$ cat src/rtl/reg_read_port_mux.sv
// ============================================================================
// Module   : reg_read_port_mux
// Purpose  : Registered multi-port register-file read mux with write bypass,
//            hardwired-zero register 0 and out-of-range address flagging.
// Revision : 1.0 - initial release
// ============================================================================
`default_nettype none

module reg_read_port_mux #(
  parameter int WORD_LENGTH = 32,
  parameter int SIZE        = 5,
  parameter int DEPTH       = 32,
  parameter int READ_PORTS  = 2,
  parameter int ZERO_REG    = 1
) (
  input  logic                              clk,
  input  logic                              rst_n,
  input  logic [DEPTH*WORD_LENGTH-1:0]      data_flat,
  input  logic                              wr_en,
  input  logic [SIZE-1:0]                   wr_addr,
  input  logic [WORD_LENGTH-1:0]            wr_data,
  input  logic                              hold,
  input  logic [READ_PORTS-1:0]             rd_req,
  input  logic [READ_PORTS*SIZE-1:0]        rd_addr,
  output logic [READ_PORTS*WORD_LENGTH-1:0] rd_data,
  output logic [READ_PORTS-1:0]             rd_valid,
  output logic [READ_PORTS-1:0]             addr_err
);

  // One extra bit so DEPTH == 2**SIZE is representable for the range check.
  localparam logic [SIZE:0] c_depth = (SIZE+1)'(DEPTH);

  logic w_wr_fwd_ok;

  // A write is forwardable only if it targets real, writable storage.
  always_comb begin
    w_wr_fwd_ok = wr_en && ({1'b0, wr_addr} < c_depth);
    if ((ZERO_REG != 0) && (wr_addr == '0)) begin
      w_wr_fwd_ok = 1'b0;
    end
  end

  generate
    for (genvar p = 0; p < READ_PORTS; p++) begin : g_port
      logic [SIZE-1:0]        w_addr;
      logic                   w_oor;
      logic [WORD_LENGTH-1:0] w_sel;
      logic [WORD_LENGTH-1:0] data_d;
      logic [WORD_LENGTH-1:0] data_q;
      logic                   valid_d;
      logic                   valid_q;
      logic                   err_d;
      logic                   err_q;

      assign w_addr = rd_addr[p*SIZE +: SIZE];
      assign w_oor  = ({1'b0, w_addr} >= c_depth);

      always_comb begin
        w_sel = '0;
        for (int i = 0; i < DEPTH; i++) begin
          if (w_addr == i[SIZE-1:0]) begin
            w_sel = data_flat[i*WORD_LENGTH +: WORD_LENGTH];
          end
        end
      end

      always_comb begin
        data_d  = data_q;
        valid_d = rd_req[p];
        err_d   = 1'b0;
        if (rd_req[p]) begin
          if (w_oor) begin
            data_d = '0;
            err_d  = 1'b1;
          end else if ((ZERO_REG != 0) && (w_addr == '0)) begin
            data_d = '0;
          end else if (w_wr_fwd_ok && (wr_addr == w_addr)) begin
            data_d = wr_data;
          end else begin
            data_d = w_sel;
          end
        end
      end

      always_ff @(posedge clk) begin
        if (!rst_n) begin
          data_q  <= '0;
          valid_q <= 1'b0;
          err_q   <= 1'b0;
        end else if (!hold) begin
          data_q  <= data_d;
          valid_q <= valid_d;
          err_q   <= err_d;
        end
      end

      assign rd_data[p*WORD_LENGTH +: WORD_LENGTH] = data_q;
      assign rd_valid[p]                           = valid_q;
      assign addr_err[p]                           = err_q;
    end
  endgenerate

endmodule

`default_nettype wire

$ cat config.mk
export PLATFORM = sky130hd
export DESIGN_NAME = reg_read_port_mux
export DESIGN_NICKNAME = d
export VERILOG_FILES = /design/src/rtl/reg_read_port_mux.sv
export SDC_FILE = /design/constraint.sdc
export NUM_CORES = 1
export LEC_CHECK = 0
export CAP_MARGIN = 25
export CORE_AREA = 2 2 442 444
export DETAILED_ROUTE_END_ITERATION = 8
export DIE_AREA = 0 0 444 446
export HOLD_SLACK_MARGIN = 0.1
export MAX_ROUTING_LAYER = met4
export PLACE_DENSITY = 0.39
export SLEW_MARGIN = 10
export SYNTH_ARGS = -nofsm -noshare
export SYNTH_HDL_FRONTEND = slang
export SYNTH_SLANG_ARGS = --single-unit
$ cat constraint.sdc
create_clock -name clk -period 3 [get_ports clk]
set_input_delay 0.6 -clock clk [delete_from_list [all_inputs] [get_ports clk]]
set_output_delay 0.6 -clock clk [all_outputs]
set_load 0.03 [all_outputs]
==> qor.csv <==
stage,metric,value,unit
detailed_routing,Initial DRC Count,6407,
logic_synthesis,Synth Cell Area,20400,um2
setup_path,CP startpoint kind,input port,
logic_synthesis,largest family of logic cells by synthesized area,compound AO/OA/AOI/OAI gates,
finish,# nets final,6412,
detailed_routing,Routed Antenna Nets,0,
global_routing,remaining global-route overflow,0,
logic_synthesis,"FF+latch count, synth",66,
timing,setup ws final,-0.0822,ns
finish,"commonest non-fill, non-tap cell in the layout",buf_4,
clock_tree,hold buffer count at CTS,0,
status,failing checks,negative setup slack,
die,Die W,444,um
power,VDD IR max,0.000299,V
place,Port Buffers,1110,
setup_path,"Req. time, crit path",3.35,ns
global_routing,vias in the first global route,43300,
setup_path,Crit. End Element,register,
timing,post-route setup TNS,-0.419,ns
timing,crit share post-route,103,%
die,die area,198000,um2
logic_synthesis,YS warnings,0,
logic_synthesis,Simple-Gate Fraction of Synth Area,25.3,%
logic_synthesis,Synth top area share,12.0,%
timing,fin. max-slew vios,0,
finish,layout cells sized above 1,29.3,%
setup_path,crit path DAT,3.43,ns
clock_tree,clk_lat worst skew,0.41,ns
logic_synthesis,top area cells in the synthesized netlist,"a22oi_1, a21oi_1, o21ai_0",
detailed_routing,DRC,0,
timing,Tmin final,3.08,ns
power,Power Dens Cells,215,nW/um2
timing,slew margin rel.,45.7,%
die,starting density of the core,10.6,%
logic_synthesis,Cell variety after synth,94,
setup_path,flop2flop setup slack,1.00,ns
logic_synthesis,Post-synth EDFFs,0,
clock_tree,CTS root buf,clkbuf_16,
logic_synthesis,asr flop ratio synth,0,%
power,leakage,0.0176,uW
timing,Fmax,324,MHz
detailed_routing,vias,44100,
global_routing,Tot GR Track Use,40.4,%
logic_synthesis,register area share after synthesis,6.47,%
global_routing,antenna violations before repair,118,
logic_synthesis,mean post-synth cell area,6.35,um2
logic_synthesis,post-synthesis compound-gate area fraction,54.6,%
detailed_routing,Pre-Repair DR Iteration Count,7,
timing,final number of setup-violating endpoints,14,
die,Rows,162,
detailed_routing,Via density,5.54,
worst_hold_path,HP Class,register to register,
timing,worst slew pin tran,0.812,ns
detailed_routing,final WL,408000,um
logic_synthesis,Mapped Cells,3214,
global_routing,first-pass GRT wire length,501000,um
logic_synthesis,Yosys top cell by area,a22oi_1,
place,gpl congestion,1.06,
die,core area,194000,um2
logic_synthesis,mux contribution to synthesized area,4.96,%
global_routing,largest net degree at the start of global routing,43,
die,Die H,446,um
logic_synthesis,Synth Area in XOR/XNOR,0.429,%
clock_tree,Clock Path Buffers,2,
clock_tree,CTS tree,yes,
status,status,"finished, violations left",
job,total of max-cap violations,0,
timing,clk_skew,0,ns
finish,Layout area overhead,126,%
finish,most frequent cells in the layout,"buf_4, clkdlybuf4s50_1, a22oi_1, a21oi_1, nand2_1",
clock_tree,CTS Buf Count,9,
clock_tree,clock sink count,66,
timing,Fin. Hold Viols,0,
power,total power,9890,uW
clock_tree,CTS H-tree lvls,3,
die,# IOs,1145,
logic_synthesis,adder-cell share of the synthesized area,0,%
setup_path,crit path kind,input port to register,
logic_synthesis,dominant synthesized flop cell,dfxtp_1,
place,dpl hpwl,357000,um
setup_path,Max Fanout on Critical Path,9,
clock_tree,clock-pin slew of the registers on the worst-case setup and hold paths,0.07,ns
detailed_routing,routed wire length per instance,51.3,um
## area by class of cell
cell class | instances | area (um2)
sequential | 66 | 1320
antenna | 70 | 175
fill | 21600 | 148000
multi-input combinational | 2789 | 18000
clock buffer | 10 | 239
timing repair buffer | 2443 | 23000
inverter | 26 | 97.6
tap | 2542 | 3180
clock inverter | 6 | 41.3
## critical path, stage by stage
cell and delay (ns):
buf_6 0.16, buf_4 0.24, nor2b_4 0.34, buf_4 0.23, buf_4 0.12, and3_1 0.14, o32a_1 0.22, o221ai_1 0.13
buf_4 0.19, a2111oi_4 0.62, buf_6 0.23, nor4_1 0.06, nor2_1 0.10
## synthesized netlist by cell type (all sizes together), types with 16 or more instances
cell	n
a22oi	326
o22ai	79
a211oi	54
nor2b	35
clkbuf	124
a31oi	37
a221oi	89
mux2i	46
inv	24
nand2b	30
a211o	16
and2	20
buf	210
o2111ai	18
nor2	293
a21o	20
nand4	34
o211ai	30
nand3	82
o21ai	329
a222oi	35
a21oi	328
a2111oi	28
nand2	318
and3	49
a221o	18
a22o	46
dfxtp	66
o221ai	40
mux2	39
nor3	68
## per-layer routing
layer / global-route usage, % / routed length [um] / vias up
met4: 28.9 / 36300 / 0
met1: 47.1 / 160000 / 22500
met3: 6.11 / 27800 / 939
li1: - / - / 17200
met5: - / 0 / -
met2: 63.5 / 184000 / 3419
## sequential cells by signal, summed over array words and instances, names as in the netlist
signal / count
g_port.valid_q: 2
g_port.data_q: 64
## report_power, final
group / total [uW] / switching, uW / internal [uW]
clock: 1210 / 627 / 584
sequential: 1040 / 103 / 934
combinational: 7640 / 4490 / 3150
total: 9890 / 5220 / 4670
## path summary, 6_finish.rpt
path	from	end	cells after the start
hold reg to reg	g_port[0].valid_q	g_port[0].valid_q	2
hold / removal	g_port[0].valid_q	g_port[0].valid_q	2
setup reg to reg	g_port[0].data_q[3]	g_port[0].data_q[3]	5
setup / recovery	rd_addr[5]	g_port[1].data_q[21]	13
## stage by stage
stage	worst slack (ns)	utilization [%]	instances	hold WS (ns)	instance area [um2]
after floorplan	0.458	-	3215	0.437	20400
after global placement	-1.39	23.3	7860	0.451	45000
after detailed placement	-1.14	23.3	7861	0.467	45100
after CTS	-0.0898	23.6	7882	0.490	45700
after global routing	-0.00122	23.8	7932	0.515	46000
final	-0.0822	23.8	7952	0.487	46100
## kinds of logic after synthesis
| logic type | after synthesis |
|---|---|
| XOR/XNOR | 10 |
| AND/OR/NAND/NOR | 1050 |
| buffers and inverters | 360 |
| AO/OA/AOI/OAI | 1637 |
| flip-flops | 66 |
| other | 1 |
| multiplexers | 90 |
## timing repair
action / CTS / global route
gates resized for setup: 59 / 54
gates cloned: 1 / 0
setup endpoints to repair: 40 / 36
pin swaps: 5 / 12
buffers inserted: 4 / 0
No activity file was read; power rests on OpenSTA's default activity.
